[src/rtl/pmp_pkg.sv]
// Shared definitions for the PMP pattern-matching target: opcodes, control
// word field positions, engine state encoding and the number of instances.
package pmp_pkg;

    localparam int unsigned NO_MODULES = 4;

    localparam int unsigned OP_HI  = 15;
    localparam int unsigned OP_LO  = 14;
    localparam int unsigned LEN_HI = 13;
    localparam int unsigned LEN_LO = 11;
    localparam int unsigned CNT_HI = 10;
    localparam int unsigned CNT_LO = 8;
    localparam int unsigned RSV_HI = 7;

    localparam logic [1:0] OP_NOP   = 2'b00;
    localparam logic [1:0] OP_LOAD  = 2'b01;
    localparam logic [1:0] OP_SCAN  = 2'b10;
    localparam logic [1:0] OP_CLEAR = 2'b11;

    typedef enum logic [1:0] {
        ST_IDLE = 2'd0,
        ST_LOAD = 2'd1,
        ST_SCAN = 2'd2,
        ST_DONE = 2'd3
    } pmp_state_e;

endpackage

[src/rtl/pmp_window_cmp.sv]
// Combinational compare of the byte window (index 0 newest) against the
// pattern (index 0 oldest), considering only the first plen_i pattern bytes.
module pmp_window_cmp #(
    parameter int unsigned BYTES = 8
) (
    input  logic [BYTES-1:0][7:0]      window_i,
    input  logic [BYTES-1:0][7:0]      pattern_i,
    input  logic [$clog2(BYTES):0]     plen_i,
    output logic                       match_c_o
);

    localparam int unsigned IDX_W = $clog2(BYTES);
    localparam int unsigned LEN_W = IDX_W + 1;

    // pattern[i] lines up with window[plen-1-i]; bytes past plen are masked
    always_comb begin
        match_c_o = 1'b1;
        for (int i = 0; i < BYTES; i++) begin
            if (LEN_W'(i) < plen_i) begin
                if (pattern_i[i] != window_i[IDX_W'(plen_i - LEN_W'(i) - LEN_W'(1))]) begin
                    match_c_o = 1'b0;
                end
            end
        end
    end

endmodule

[src/rtl/pmp_match_engine.sv]
// Per-module PMP pattern-matching target: four-phase command handshake,
// LOAD/SCAN/CLEAR/NOP execution and a sticky match flag.
// Optional match counter output enabled by `define MATCH_COUNT_EN.
module pmp_match_engine
    import pmp_pkg::*;
#(
    parameter int unsigned BYTES = 8,
    parameter int unsigned CNT_W = 16
) (
    input  logic                 clk,
    input  logic                 reset,
    input  logic [8*BYTES-1:0]   data,
    input  logic [15:0]          control,
    input  logic                 data_ready,
    output logic                 data_accepted,
    output logic                 pattern_accepted,
    output logic                 busy
`ifdef MATCH_COUNT_EN
    ,
    output logic [CNT_W-1:0]     match_count
`endif
);

    localparam int unsigned IDX_W = $clog2(BYTES);
    localparam int unsigned LEN_W = IDX_W + 1;

    pmp_state_e state_q, state_d;

    logic [BYTES-1:0][7:0] data_q, data_d;
    logic [BYTES-1:0][7:0] pat_q, pat_d;
    logic [BYTES-1:0][7:0] hist_q, hist_d;
    logic [IDX_W-1:0]      len_q, len_d;
    logic [IDX_W-1:0]      cnt_q, cnt_d;
    logic [IDX_W-1:0]      idx_q, idx_d;
    logic [LEN_W-1:0]      plen_q, plen_d;
    logic [LEN_W-1:0]      vcnt_q, vcnt_d;
    logic                  pa_q, pa_d;
    logic                  da_q, da_d;
    logic                  busy_q, busy_d;

    logic [1:0]            op_c;
    logic                  take_c;
    logic                  clear_c;
    logic                  scan_hit_c;
    logic                  cmp_hit_c;
    logic                  match_c;
    logic [7:0]            cur_c;
    logic [BYTES-1:0][7:0] window_c;
    logic                  unused_ctrl;

    assign op_c        = control[OP_HI:OP_LO];
    assign unused_ctrl = ^control[RSV_HI:0];
    assign take_c      = (state_q == ST_IDLE) && data_ready && !da_q;
    assign clear_c     = (state_q == ST_LOAD) || (take_c && (op_c == OP_CLEAR));

    assign cur_c    = data_q[idx_q];
    assign window_c = {hist_q[BYTES-2:0], cur_c};

    pmp_window_cmp #(
        .BYTES     (BYTES)
    ) u_cmp (
        .window_i  (window_c),
        .pattern_i (pat_q),
        .plen_i    (plen_q),
        .match_c_o (cmp_hit_c)
    );

    // a match also needs enough valid history to fill the pattern length
    assign match_c    = cmp_hit_c && (LEN_W'(vcnt_q + LEN_W'(1)) >= plen_q);
    assign scan_hit_c = (state_q == ST_SCAN) && match_c;

    always_ff @(posedge clk) begin
        if (!reset) begin
            state_q <= ST_IDLE;
        end else begin
            state_q <= state_d;
        end
    end

    always_comb begin
        state_d = state_q;
        case (state_q)
            ST_IDLE: begin
                if (take_c) begin
                    case (op_c)
                        OP_LOAD: state_d = ST_LOAD;
                        OP_SCAN: state_d = ST_SCAN;
                        default: state_d = ST_DONE;
                    endcase
                end
            end
            ST_LOAD: state_d = ST_DONE;
            ST_SCAN: if (idx_q == cnt_q) state_d = ST_DONE;
            ST_DONE: if (!data_ready) state_d = ST_IDLE;
            default: state_d = ST_IDLE;
        endcase
    end

    always_comb begin
        data_d = data_q;
        pat_d  = pat_q;
        hist_d = hist_q;
        len_d  = len_q;
        cnt_d  = cnt_q;
        idx_d  = idx_q;
        plen_d = plen_q;
        vcnt_d = vcnt_q;
        pa_d   = pa_q;

        if (take_c) begin
            data_d = data;
            len_d  = IDX_W'(control[LEN_HI:LEN_LO]);
            cnt_d  = IDX_W'(control[CNT_HI:CNT_LO]);
            idx_d  = '0;
        end
        if (clear_c) begin
            pa_d   = 1'b0;
            vcnt_d = '0;
        end
        if (state_q == ST_LOAD) begin
            pat_d  = data_q;
            plen_d = LEN_W'(len_q) + LEN_W'(1);
        end
        if (state_q == ST_SCAN) begin
            hist_d = window_c;
            idx_d  = idx_q + IDX_W'(1);
            if (vcnt_q != LEN_W'(BYTES)) begin
                vcnt_d = vcnt_q + LEN_W'(1);
            end
        end
        if (scan_hit_c) begin
            pa_d = 1'b1;
        end

        da_d   = (state_d == ST_DONE);
        busy_d = (state_d == ST_LOAD) || (state_d == ST_SCAN);
    end

    always_ff @(posedge clk) begin
        if (!reset) begin
            data_q <= '0;
            pat_q  <= '0;
            hist_q <= '0;
            len_q  <= '0;
            cnt_q  <= '0;
            idx_q  <= '0;
            plen_q <= LEN_W'(1);
            vcnt_q <= '0;
            pa_q   <= 1'b0;
            da_q   <= 1'b0;
            busy_q <= 1'b0;
        end else begin
            data_q <= data_d;
            pat_q  <= pat_d;
            hist_q <= hist_d;
            len_q  <= len_d;
            cnt_q  <= cnt_d;
            idx_q  <= idx_d;
            plen_q <= plen_d;
            vcnt_q <= vcnt_d;
            pa_q   <= pa_d;
            da_q   <= da_d;
            busy_q <= busy_d;
        end
    end

    assign data_accepted    = da_q;
    assign pattern_accepted = pa_q;
    assign busy             = busy_q;

`ifdef MATCH_COUNT_EN
    logic [CNT_W-1:0] mcnt_q, mcnt_d;

    // saturating count of matching bytes since the last LOAD/CLEAR
    always_comb begin
        mcnt_d = mcnt_q;
        if (clear_c) begin
            mcnt_d = '0;
        end else if (scan_hit_c && (mcnt_q != '1)) begin
            mcnt_d = mcnt_q + CNT_W'(1);
        end
    end

    always_ff @(posedge clk) begin
        if (!reset) begin
            mcnt_q <= '0;
        end else begin
            mcnt_q <= mcnt_d;
        end
    end

    assign match_count = mcnt_q;
`else
    logic unused_cnt_w;
    assign unused_cnt_w = (CNT_W == 0);
`endif

endmodule
[config.mk]
export PLATFORM = sky130hd
export DESIGN_NAME = pmp_match_engine
export DESIGN_NICKNAME = d
export VERILOG_FILES = /design/src/rtl/pmp_pkg.sv /design/src/rtl/pmp_window_cmp.sv /design/src/rtl/pmp_match_engine.sv
export SDC_FILE = /design/constraint.sdc
export NUM_CORES = 1
export LEC_CHECK = 0
export ABC_AREA = 1
export CAP_MARGIN = 10
export CORE_AREA = 5 5 179 181
export DETAILED_ROUTE_END_ITERATION = 10
export DIE_AREA = 0 0 184 186
export PLACE_DENSITY_LB_ADDON = 0.2
export SLEW_MARGIN = 20
export SYNTH_ARGS = -nofsm -noshare
export SYNTH_HDL_FRONTEND = slang
export SYNTH_SLANG_ARGS = --single-unit
[constraint.sdc]
create_clock -name clk -period 3.5 [get_ports clk]
set_input_delay 0.525 -clock clk [delete_from_list [all_inputs] [get_ports clk]]
set_output_delay 0.525 -clock clk [all_outputs]
set_load 0.02 [all_outputs]
==> flow_metrics.tcl, run 1 <==
set metrics [dict create \
    outcome "completed" \
    final.setup_skew_ns 0.0277 \
    grt_first_pass_wirelength_mm 61.8 \
    min_path_type "reg2reg" \
    postPlaceCellArea_um2 13000 \
    avgSynthCellArea_um2 6.08 \
    gp_congestion 0.982 \
    wl_per_cell_um 16.4 \
    synth_area_leaders "dfxtp_1, nand2_1, nand3_1, o21ai_0, a21oi_1" \
    critPathBufInv 1 \
    n_antenna_cell 0 \
    cts_made_buffers 25 \
    route.vias.total 12300 \
    rrSetupSlack_ns 0.50 \
    slowest_delay_ns 0.58 \
    yosys-top-cells-count "nand2_1, nand3_1, o21ai_0" \
    clock.fmax_mhz 333 \
    postCtsSetupRepairBufs 0 \
    synth.yosys.seq_area_share_pct 34.6 \
    cts_max_level 1 \
    critPathMaxFanout 22 \
    grt_pass1_vias 11100 \
    num_io_pins 86 \
    cpMaxStageDelayCell "dfxtp_1" \
    port_buffers 77 \
    leakagePower_nw 6.23 \
    crit_chain "buf_4, nand2_1, nand3_1, nand3_1, nand2_1, nand2_1, nand3_1, nand3_1, nand2_1, nand2_1, nand2_1, nand2_1, nor2_1, nand2_1, nand2_1, nand2_1, nor2_1, nand2_1, a21oi_1" \
    drcViolationCount 0 \
    synthFlopType "dfxtp_1" \
    synth_area_um2 11900 \
    insertion_delay_ns 0.53 \
    peakVddDrop_mv 0.416 \
    drive_gt1_share_pct 4.47 \
    setup_viol 0 \
    area_growth_syn_to_layout_pct 15.2 \
    dp_hpwl_mm 29.4 \
    rsz0062_at_grt "false" \
    final_nets 2070 \
    num_rows 64 \
    synth_cell_types 32 \
    min_path_cells 2 \
    dr.pass1.iters 5 \
    cts_buffer_depth 3 \
    cts_root_buffer "clkbuf_16" \
    path_depth 19 \
    seq_area_um2 4130 \
    crit_arrival_ns 3.46 \
    yosys_register_bits 206 \
    critPathCapture "pattern_accepted" \
    ys_warn_count 0 \
    clock-sinks 206 \
    ant_nets 0 \
    layout_min_cycle_time_ns 3.00 \
    die-area_um2 34200 \
    viasPerCell 5.17 \
    finalMaxSlewViolations 0 \
    antenna_found_initial 0 \
    grt_usage_pct 22.5 \
    syn_nets 2052 \
    worstSetupPathType "reg2reg" \
    fillers 3249 \
    die_h_um 186 \
    cts_tree "built" \
    required_ns 3.95 \
    yosysTopAreaCellShare_pct 34.6 \
    design_area_um2 13700 \
    period_share_pct 85.8 \
    synth_edf_count 0 \
    cts_repair_resize_count 0 \
    yosysTopAreaCell "dfxtp_1" \
    r2r_cells 19 \
    synth_async_sr_flop_share_pct 0 \
    grt_max_degree 138 \
    overflow 0 \
    cap_violations 0 \
    finalHoldViolations 0 \
    endpoint_kind "flip-flop" \
    cp_top_family "simple AND/OR/NAND/NOR gates" \
    r2r_end "pattern_accepted" \
    synthCells 1957 \
    coreArea_um2 30300 \
    chipWidth_um 184 \
    holdBufCountCts 0 \
    power_density_nw_per_um2 1200 \
    startpoint "idx_q[0]" \
    path_common_cell "nand2_1" \
    synth.most_common_cell "nand2_1" \
    critPathLaunchType "flip-flop" \
    worst_slew_pin_slew_ns 0.827 \
    clk_pin_slew_ns 0.06 \
    multi_input_area_um2 6520 \
    fin_setup_tns_ns 0 \
    start_util_pct 39.3 \
    r2r_start "idx_q[0]" \
    drt_iter0_drc 986 \
    slew_headroom_pct 44.9 \
    totalWireLength_mm 39.1 \
]
-- logic make-up after synthesis --
kind of cell	count (synthesis)	synth area share, %
compound gates	442	18.7
xor+xnor	8	1.03
mux	2	0.168
fa+ha+maj	12	1.26
simple gates	964	33.6
flops	206	34.6
buf+inv	323	10.6
-- worst min-delay path by stage --
stage                                 from                to  slack (ns)
after floorplan                 hist_q[55]        hist_q[55]        0.44
after global placement          hist_q[55]        hist_q[55]        0.46
after detailed placement  pattern_accepted  pattern_accepted        0.46
after CTS                 pattern_accepted  pattern_accepted        0.47
after global routing            hist_q[55]        hist_q[55]        0.49
final                     pattern_accepted  pattern_accepted        0.47
-- cell usage in the layout, fill, tap and decap left out, drive strengths merged, types with 5 or more instances in the layout --
cell type	count
o21ai	246
nand3	242
clkdlybuf4s50	76
clkinv	15
a21oi	188
nand2	608
nor2	91
dfxtp	206
xor2	5
or2	6
inv	199
buf	32
nand3b	14
ha	12
clkbuf	34
-- final cells by class --
type	count	share of cell area [%]
clock buffer	34	5.10
clock inverter	8	0.347
inverter	206	5.67
multi-input combinational	1428	47.6
sequential	206	30.1
tap	396	3.61
timing repair buffer	108	7.60
-- where the power goes --
group          internal (mW)  switching [mW]  total, mW
clock                   1.39           0.996       2.38
sequential              3.29           0.774       4.07
combinational           3.15            6.79       9.94
-- metal layers --
metal / routed length, µm / up-vias / part of all wire [%] / track usage (%)
li1: - / 6351 / - / -
met1: 18200 / 5601 / 47 / 31.7
met2: 17400 / 348 / 45 / 36.5
met3: 2440 / 40 / 6.3 / 3.26
met4: 993 / 0 / 2.5 / 5.62
met5: 0 / - / 0 / 0
-- flip-flops by register name, summed over array words and instances, names as in the netlist --
register / cells
busy: 1
cnt_q: 3
data_accepted: 1
data_q: 64
hist_q: 56
idx_q: 3
len_q: 3
pat_q: 64
pattern_accepted: 1
plen_q: 4
state_q: 2
vcnt_q: 4
-- worst min-delay path, stage by stage (launching register included) --
cell,delay (ns)
dfxtp_1,0.31
nand2_1,0.06
a21oi_1,0.05
-- through the flow --
stage / setup WS (ns) / utilization, % / hold WS (ns) / total power [mW] / instances
finish: 0.497 / 45.3 / 0.465 / 16.4 / 2386
floorplan: 0.776 / - / 0.439 / 11.0 / 1957
CTS: 0.563 / 45.3 / 0.472 / 16.4 / 2386
detailed placement: 0.580 / 42.8 / 0.463 / 13.9 / 2344
global route: 0.278 / 45.3 / 0.487 / 18.0 / 2386
global placement: 0.595 / 42.8 / 0.455 / 13.8 / 2344
Power figures use the tool's default switching activity.
==> run 2: changes to the inputs <==
HOLD_SLACK_MARGIN = 0.02   (was unset)
==> results of run 2 <==
Final layout, timing and power as in run 1 (identical DEF).
